===== config.mk =====
export PLATFORM = sky130hd
export DESIGN_NAME = semaforo_multi_fase
export DESIGN_NICKNAME = d
export VERILOG_FILES = /design/src/rtl/semaforo_pkg.sv /design/src/rtl/semaforo_temporizador.sv /design/src/rtl/semaforo_multi_fase.sv
export SDC_FILE = /design/constraint.sdc
export NUM_CORES = 1
export LEC_CHECK = 0
export CAP_MARGIN = 5
export CORE_ASPECT_RATIO = 0.8
export CORE_MARGIN = 5
export CORE_UTILIZATION = 45
export CTS_CLUSTER_SIZE = 30
export DETAILED_ROUTE_END_ITERATION = 7
export PLACE_DENSITY = 0.73
export SLEW_MARGIN = 20
export SYNTH_ARGS = -nofsm -noshare
export SYNTH_HDL_FRONTEND = slang
export SYNTH_HIERARCHICAL = 1
export SYNTH_SLANG_ARGS = --single-unit

===== constraint.sdc =====
create_clock -name Clk -period 3.49 [get_ports Clk]
set_input_delay 0.698 -clock Clk [delete_from_list [all_inputs] [get_ports Clk]]
set_output_delay 0.698 -clock Clk [all_outputs]
set_load 0.03 [all_outputs]

===== src/rtl/semaforo_pkg.sv =====
// State encoding shared by the multi-phase traffic-light controller and its bench.
package semaforo_pkg;

    localparam int unsigned EstadoW = 3;

    typedef enum logic [EstadoW-1:0] {
        StTodoRojo = 3'd0,
        StVerde    = 3'd1,
        StAmarillo = 3'd2,
        StPeaton   = 3'd3,
        StDespeje  = 3'd4,
        StDestello = 3'd5
    } estado_t;

endpackage


===== src/rtl/semaforo_temporizador.sv =====
// Phase counter: cleared on request, flags the last cycle of a phase lasting `limite` cycles.
module semaforo_temporizador #(
    parameter int unsigned T_W = 8
) (
    input  logic           Clk,
    input  logic           Reset_n,
    input  logic           clr,
    input  logic [T_W-1:0] limite,
    output logic [T_W-1:0] cuenta,
    output logic           fin
);

    logic [T_W-1:0] cuenta_q, cuenta_d;

    always_comb begin
        cuenta_d = clr ? '0 : cuenta_q + T_W'(1);
    end

    always_ff @(posedge Clk or negedge Reset_n) begin
        if (!Reset_n) begin
            cuenta_q <= '0;
        end else begin
            cuenta_q <= cuenta_d;
        end
    end

    assign cuenta = cuenta_q;
    assign fin    = (cuenta_q == limite - T_W'(1));

endmodule


===== src/rtl/semaforo_multi_fase.sv =====
// Round-robin multi-approach traffic light with pedestrian phase and flashing-yellow mode.
module semaforo_multi_fase
    import semaforo_pkg::*;
#(
    parameter int unsigned NUM_DIR     = 2,
    parameter int unsigned T_W         = 8,
    parameter int unsigned T_VERDE     = 20,
    parameter int unsigned T_VERDE_MIN = 6,
    parameter int unsigned T_AMARILLO  = 4,
    parameter int unsigned T_ROJO      = 2,
    parameter int unsigned T_PEATON    = 10,
    parameter int unsigned T_DESPEJE   = 3,
    parameter int unsigned T_DESTELLO  = 5
) (
    input  logic                       Clk,
    input  logic                       Reset_n,
    input  logic                       IN,
    input  logic                       Modo_Destello,
    output logic [NUM_DIR-1:0]         Rojo,
    output logic [NUM_DIR-1:0]         Verde,
    output logic [NUM_DIR-1:0]         Amarillo,
    output logic                       Pasar_Persona,
    output logic [$clog2(NUM_DIR)-1:0] Dir_Actual,
    output logic [EstadoW-1:0]         Estado_Salida
);

    localparam int unsigned DirW = $clog2(NUM_DIR);

    estado_t        estado_q, estado_d;
    logic [DirW-1:0] dir_q, dir_d;
    logic           ped_q, ped_d;
    logic           parpadeo_q, parpadeo_d;
    logic [T_W-1:0] limite, cuenta;
    logic           fin, clr, entrada;

    semaforo_temporizador #(
        .T_W (T_W)
    ) u_temporizador (
        .Clk     (Clk),
        .Reset_n (Reset_n),
        .clr     (clr),
        .limite  (limite),
        .cuenta  (cuenta),
        .fin     (fin)
    );

    always_comb begin
        limite = T_W'(T_ROJO);
        case (estado_q)
            StVerde:    limite = T_W'(T_VERDE);
            StAmarillo: limite = T_W'(T_AMARILLO);
            StPeaton:   limite = T_W'(T_PEATON);
            StDespeje:  limite = T_W'(T_DESPEJE);
            StDestello: limite = T_W'(T_DESTELLO);
            default:    limite = T_W'(T_ROJO);
        endcase
    end

    always_comb begin
        estado_d = estado_q;
        case (estado_q)
            StTodoRojo: if (fin) estado_d = ped_q ? StPeaton : StVerde;
            StVerde: begin
                if (fin || (ped_q && cuenta >= T_W'(T_VERDE_MIN - 1))) estado_d = StAmarillo;
            end
            StAmarillo: if (fin) estado_d = StTodoRojo;
            StPeaton:   if (fin) estado_d = StDespeje;
            StDespeje:  if (fin) estado_d = StVerde;
            StDestello: if (!Modo_Destello) estado_d = StTodoRojo;
            default:    estado_d = StTodoRojo;
        endcase
        if (Modo_Destello) estado_d = StDestello;
    end

    assign entrada = (estado_d != estado_q);
    // The flashing phase restarts its own count on every toggle.
    assign clr     = entrada || (estado_q == StDestello && fin);

    always_comb begin
        dir_d = dir_q;
        if (estado_q == StAmarillo && estado_d == StTodoRojo) begin
            dir_d = (dir_q == DirW'(NUM_DIR - 1)) ? '0 : dir_q + DirW'(1);
        end

        // Clearing on WALK entry overrides a same-cycle request.
        ped_d = ped_q;
        if (IN && estado_q != StPeaton) ped_d = 1'b1;
        if (estado_d == StPeaton && estado_q != StPeaton) ped_d = 1'b0;

        parpadeo_d = 1'b0;
        if (estado_d == StDestello) begin
            if (estado_q != StDestello) parpadeo_d = 1'b1;
            else                        parpadeo_d = fin ? ~parpadeo_q : parpadeo_q;
        end
    end

    always_ff @(posedge Clk or negedge Reset_n) begin
        if (!Reset_n) begin
            estado_q <= StTodoRojo;
        end else begin
            estado_q <= estado_d;
        end
    end

    always_ff @(posedge Clk or negedge Reset_n) begin
        if (!Reset_n) begin
            dir_q      <= '0;
            ped_q      <= 1'b0;
            parpadeo_q <= 1'b0;
        end else begin
            dir_q      <= dir_d;
            ped_q      <= ped_d;
            parpadeo_q <= parpadeo_d;
        end
    end

    always_comb begin
        Rojo          = '1;
        Verde         = '0;
        Amarillo      = '0;
        Pasar_Persona = 1'b0;
        case (estado_q)
            StVerde: begin
                Rojo[dir_q]  = 1'b0;
                Verde[dir_q] = 1'b1;
            end
            StAmarillo: begin
                Rojo[dir_q]     = 1'b0;
                Amarillo[dir_q] = 1'b1;
            end
            StPeaton:   Pasar_Persona = 1'b1;
            StDestello: begin
                Rojo     = '0;
                Amarillo = parpadeo_q ? '1 : '0;
            end
            default: ;
        endcase
    end

    assign Dir_Actual    = dir_q;
    assign Estado_Salida = estado_q;

endmodule

==> out/qor.csv, run 1 <==
stage,metric,value,unit
cells_and_area,final_nets,162,
min_path,hold_end,u_temporizador/cuenta[0]$_DFF_PN0_,
worst_setup_path,cp.arrival,3.44,ns
sta,period_needed,3.27,ns
floorplanning,io_pins,15,
sta,slew_headroom,59.4,%
clock_network,clock_path_buffers,2,
worst_setup_path,crit_required,3.65,ns
global_routing,grt_max_degree,17,
logic_synthesis,synthArstFlopShare,100,%
sta,fin_ws,0.215,ns
logic_synthesis,synth.area.top_cells,"dfrtp_1, xnor2_1, nor2_1, xor2_1, o21ai_0",
worst_setup_path,start_kind,flip-flop,
sta,finalHoldViolations,0,
logic_synthesis,seq_area_frac_synth,30.6,%
floorplanning,row_count,16,
global_routing,grt_pass1_vias,939,
global_routing,antenna_found_initial,0,
clock_network,clk_latency,0.29,ns
power_and_ir_drop,p_per_area,390,nW/um^2
placed_design,place_congestion,0.843,
worst_setup_path,r2r_cells,13,
cells_and_area,layout-drive-gt1-share,9.74,%
worst_setup_path,end_kind,flip-flop,
logic_synthesis,synth_cell_types,44,
min_path,hold_path_class,reg -> reg,
clock_network,cts_made_buffers,3,
drt,drt_iter0_drc,31,
clock_network,cts_setup_buffers,0,
drt,ant_nets,0,
sta,worst_pin_slew,0.607,ns
sta,drv_slew,0,
global_routing,grt_pass1_wl,4.30,mm
logic_synthesis,synth-seq-cells,14,
drt,drt-total-wl,2.46,mm
logic_synthesis,syn-cell-area,1150,sq um
worst_setup_path,cpPeakStageDelay,0.55,ns
worst_setup_path,crit_chain,ha_1 -> o21ai_0 -> nand3_1 -> inv_1 -> ha_1 -> and3b_1 -> a211oi_1 -> o31a_1 -> nor4_2 -> buf_4 -> nor3b_1 -> a221oi_1 -> a32oi_1,
cells_and_area,final_cell_mix,"nor2_1, dfrtp_1, clkdlybuf4s50_1, xnor2_1, o21ai_0",
min_path,hold_start,u_temporizador/cuenta[0]$_DFF_PN0_,
sta,clock_skew,0.00178,ns
drt,drc_errors,0,
worst_setup_path,crit_fanout,12,
floorplanning,dieArea,3660,sq um
placed_design,post-place-ws,0.254,ns
floorplanning,core,2440,sq um
logic_synthesis,yosysWarnings,6,
drt,vias,1019,
clock_network,cts_resized,0,
logic_synthesis,synth.largest_area_cell,dfrtp_1,
power_and_ir_drop,leakage,0.000589,uW
drt,first_pass_iters,4,
worst_setup_path,critPathBufInv,2,
cells_and_area,final_common_cell,nor2_1,
logic_synthesis,yosysTopAreaCellShare,30.6,%
clock_network,htree_levels,1,
logic_synthesis,synth_edf_count,0,
worst_setup_path,r2r-end,parpadeo_q$_DFFE_PN0P_,
floorplanning,die_h,55.1,um
worst_setup_path,critPathSlowestCell,dfrtp_1,
logic_synthesis,avgSynthCellArea,8.55,sq um
sta,period_share,93.8,%
sta,tns,0,ns
logic_synthesis,synthCells,134,
run,maxCapViolations,0,
clock_network,clkTransAtPathRegs,0.08,ns
power_and_ir_drop,ir_drop,0.259,mV
worst_setup_path,crit_family,compound AO/OA/AOI/OAI gates,
worst_setup_path,crit_path_frequent_cell,ha_1,
floorplanning,floorplan.initialDensity,46.9,%
clock_network,cts_hold_buf,0,
placed_design,hpwl,1.91,mm
worst_setup_path,worst-setup-path-type,reg -> reg,
cells_and_area,num_antenna_cells,0,
clock_network,root_buffer,clkbuf_4,
logic_synthesis,ys.flop_type,dfrtp_1,
drt,via_per_inst,5.36,
clock_network,clock_sinks,14,
sta,setup_viol,0,
drt,wl_per_cell,12.9,um
run_status,status,finished clean,
placed_design,portBuffers,14,
worst_setup_path,r2r_setup_slack,0.22,ns
floorplanning,die_w,66.4,um
sta,fmax,0.305,GHz
worst_setup_path,reg2reg_from,Estado_Salida[2]$_DFF_PN0_,
clock_network,cts_tree,done,
sta,grt_setup_unrepaired,false,
global_routing,grt_overflow_total,0,
min_path,hold_depth,1,
global_routing,grt_use_total,16.0,%
cells_and_area,area_delta_synth_final,20.9,%
==> how the worst max path moves through the flow <==
| stage | from | to | slack [ns] | depth (start not counted) |
|---|---|---|---|---|
| 2_1_floorplan | Estado_Salida[1]$_DFF_PN0_ | parpadeo_q$_DFFE_PN0P_ | 0.16 | 14 |
| 3_3_place_gp | Estado_Salida[2]$_DFF_PN0_ | parpadeo_q$_DFFE_PN0P_ | 0.41 | 13 |
| 3_5_place_dp | Estado_Salida[2]$_DFF_PN0_ | parpadeo_q$_DFFE_PN0P_ | 0.25 | 13 |
| 4_1_cts | Estado_Salida[2]$_DFF_PN0_ | parpadeo_q$_DFFE_PN0P_ | 0.23 | 13 |
| 5_1_grt | Estado_Salida[2]$_DFF_PN0_ | parpadeo_q$_DFFE_PN0P_ | 0.05 | 13 |
| 6_report | Estado_Salida[2]$_DFF_PN0_ | parpadeo_q$_DFFE_PN0P_ | 0.22 | 13 |
==> layer usage <==
layer / up-vias / share of wire [%] / track usage (%)
li1: 513 / - / -
met1: 478 / 50 / 22.2
met2: 24 / 44 / 22.9
met3: 4 / 3.5 / 2.42
met4: 0 / 2.7 / 11.1
met5: - / 0 / 0
==> cells by family after synthesis <==
kind of cell	after synthesis	synth area share (%)
simple gates	63	34.6
compound gates	20	11.6
xor+xnor	18	13.8
flops	14	30.6
buf+inv	14	5.02
fa+ha+maj	3	3.28
other cells	1	0.327
mux	1	0.873
==> layout make-up <==
cell class                 instances  area [sq um]
multi-input combinational        110           753
tap                               36          45.0
fill                             231          1060
sequential                        14           350
clock buffer                       4          36.3
inverter                           8          30.0
timing repair buffer              18           170
==> stage by stage <==
step	cell area (sq um)	cells	util, %	hold slack (ns)	power, uW
4_1_cts	1390	190	56.7	0.530	543
2_1_floorplan	1160	138	-	0.402	360
3_5_place_dp	1350	186	55.2	0.518	423
3_3_place_gp	1350	186	55.2	0.515	419
6_report	1390	190	56.7	0.527	540
5_1_grt	1390	190	56.7	0.572	581
==> power breakdown <==
part	switching (uW)	internal, uW
sequential	26.7	177
combinational	121	96.9
clock	54.4	63.6
==> state kept, by name, indices dropped and copies added (netlist names) <==
name and count:
ped_q 1, Dir_Actual 1, u_temporizador/cuenta 8, Estado_Salida 3
parpadeo_q 1
==> synthesized netlist by cell type, drive strengths merged (2+ instances only) <==
cell / number
nor2: 16
dfrtp: 14
xnor2: 12
inv: 8
o21ai: 8
nand3: 7
nor3: 6
xor2: 6
nand2: 5
buf: 4
ha: 3
nand2b: 3
nor2b: 3
nor4: 3
a21oi: 2
a31oi: 2
and3: 2
and3b: 2
and4b: 2
clkbuf: 2
nand3b: 2
nand4b: 2
nor4b: 2
(Power assumes the default switching activity.)
==> run 2: changes to the inputs <==
CORE_UTILIZATION = 48   (was 45)
GPL_TIMING_DRIVEN = 1   (was default)
PLACE_DENSITY = 0.77   (was 0.73)
==> run 2 against run 1 <==
  * Core utilization is 4.6 points higher
  * Via count increased by 0.59%
  * Non-clock buffer count is the same
  * Combinational power is essentially flat
  * Wire length up 2.3%
  * Largest power group unchanged
==> out/qor.csv, run 2 (synthesis gave the netlist of run 1 again) <==
stage,metric,value,unit
run_status,status,finished clean,
global_routing,grt_use_met2,25.7,%
sta,finalHoldViolations,0,
cells_and_area,layout-drive-gt1-share,9.15,%
power_and_ir_drop,net-switching-power,198,uW
power_and_ir_drop,p_int,314,uW
power_and_ir_drop,leakage,0.000582,uW
clock_network,htree_levels,1,
drt,wl_per_cell,14.1,um
global_routing,grt_use_total,16.0,%
cells_and_area,final_common_cell,nor2_1,
min_path,hold_path_class,reg -> reg,
worst_setup_path,reg2reg_from,Estado_Salida[2]$_DFF_PN0_,
global_routing,grt_max_degree,17,
drt,ant_nets,0,
drt,drt-total-wl,2.52,mm
worst_setup_path,crit_fanout,10,
cells_and_area,nFillCells,202,
worst_setup_path,critPathLaunch,Estado_Salida[2]$_DFF_PN0_,
clock_network,root_buffer,clkbuf_4,
cells_and_area,fin_area,1360,sq um
cells_and_area,largest_register_ffs,8,
floorplanning,row_count,15,
floorplanning,die_w,64.6,um
power_and_ir_drop,total_power,513,uW
cells_and_area,num_antenna_cells,0,
power_and_ir_drop,pwr-share-comb,42.5,%
worst_setup_path,crit_required,3.65,ns
worst_setup_path,worst-setup-path-type,reg -> reg,
global_routing,use_met1,22.0,%
drt,drc_errors,0,
worst_setup_path,cp-endpoint,parpadeo_q$_DFFE_PN0P_,
worst_setup_path,r2r-end,parpadeo_q$_DFFE_PN0P_,
power_and_ir_drop,ir_drop,0.213,mV
sta,tns,0,ns
sta,setup_viol,0,
cells_and_area,final_cell_mix,"nor2_1, dfrtp_1, clkdlybuf4s50_1, xnor2_1, o21ai_0",
worst_setup_path,r2r_cells,13,
drt,drt_iter0_drc,28,
worst_setup_path,r2r_setup_slack,0.25,ns
cells_and_area,final_nets,162,
worst_setup_path,end_kind,flip-flop,
clock_network,clkTransAtPathRegs,0.08,ns
floorplanning,io_pins,15,
sta,period_share,92.9,%
worst_setup_path,cp.arrival,3.40,ns
cells_and_area,area_delta_synth_final,18.4,%
power_and_ir_drop,p_seq_share,39.8,%
cells_and_area,multi_input_area,753,sq um
clock_network,cts_resized,0,
clock_network,clock_path_buffers,2,
global_routing,grt_pass1_vias,961,
sta,fmax,0.308,GHz
worst_setup_path,start_kind,flip-flop,
global_routing,grt_pass1_wl,4.34,mm
power_and_ir_drop,p_sw_share,38.7,%
drt,via_per_inst,5.76,
clock_network,cts_setup_buffers,0,
sta,worst_pin_slew,0.636,ns
power_and_ir_drop,p_per_area,378,nW/um^2
placed_design,place_area,1340,sq um
clock_network,cts_hold_buf,0,
global_routing,grt-busiest-layer,met2,
floorplanning,die_h,53.7,um
placed_design,portBuffers,14,
sta,drv_slew,0,
cells_and_area,fin_util,61.3,%
drt,first_pass_iters,5,
global_routing,grt_util_met3,2.71,%
floorplanning,dieArea,3470,sq um
global_routing,grt_overflow_total,0,
clock_network,cts_made_buffers,3,
cells_and_area,seq_area,350,sq um
sta,grt_setup_unrepaired,false,
sta,period_needed,3.24,ns
drt,vias,1025,
run,maxCapViolations,0,
placed_design,hpwl,1.89,mm
clock_network,cts_tree,done,
clock_network,clock_sinks,14,
sta,slew_headroom,57.5,%
floorplanning,core,2210,sq um
placed_design,place_congestion,0.847,
floorplanning,floorplan.initialDensity,51.8,%
global_routing,antenna_found_initial,0,
sta,clock_skew,0.00636,ns
power_and_ir_drop,p_clk_share,17.6,%
clock_network,clk_latency,0.28,ns
==> run 2: cell types whose count changed in the layout (fill, tap and decap cells not counted), sizes merged <==
cell and change:
clkbuf -1
==> run 2: how the worst min path moves through the flow <==
stage,to,slack (ns),cells past startpoint,from
6_report,u_temporizador/cuenta[0]$_DFF_PN0_,0.53,1,u_temporizador/cuenta[0]$_DFF_PN0_
5_1_grt,u_temporizador/cuenta[0]$_DFF_PN0_,0.57,1,u_temporizador/cuenta[0]$_DFF_PN0_
4_1_cts,u_temporizador/cuenta[0]$_DFF_PN0_,0.53,1,u_temporizador/cuenta[0]$_DFF_PN0_
3_5_place_dp,u_temporizador/cuenta[0]$_DFF_PN0_,0.52,1,u_temporizador/cuenta[0]$_DFF_PN0_
3_3_place_gp,u_temporizador/cuenta[0]$_DFF_PN0_,0.52,1,u_temporizador/cuenta[0]$_DFF_PN0_
2_1_floorplan,Dir_Actual$_DFFE_PN0P_,0.40,0,Reset_n
==> run 2: cell type report <==
type                    instances  area share (%)
clock buffers                   3            1.66
repair buffers                 18            12.5
flip-flops and latches         14            25.8
multi-input cells             110            55.5
well taps                      25            2.30
inverters                       8            2.21
==> run 2: worst max-delay path, cell delays in order (launching register included) <==
cell and delay (ns):
dfrtp_1 0.46, ha_1 0.37, o21ai_0 0.20, nand3_1 0.20, inv_1 0.11, ha_1 0.23
xnor2_1 0.15, nor2_1 0.06, o31a_1 0.29, nor4_2 0.27, buf_4 0.20, nor3b_1 0.08
a221oi_1 0.38, a32oi_1 0.10
==> run 2: through the flow <==
step	std cells	setup slack, ns	hold WS [ns]
2_1_floorplan	138	0.156	0.402
3_3_place_gp	175	0.491	0.522
4_1_cts	178	0.275	0.535
5_1_grt	178	0.0616	0.567
6_report	178	0.247	0.533
3_5_place_dp	175	0.307	0.524
==> run 2: power by group through the flow <==
stage | Sequential, uW | Clock [uW] | Combinational, uW
final | 204 | 90.4 | 218
after global routing | 206 | 104 | 240
after CTS | 203 | 93.7 | 218
after detailed placement | 206 | 0 | 216
after global placement | 206 | 0 | 213
after floorplan | 204 | 0 | 156
==> run 2: routing by layer <==
layer	share of wire, %	vias to the layer above
li1	-	509
met1	49	482
met2	46	32
met3	4.8	2
met4	0.56	0
met5	0	-
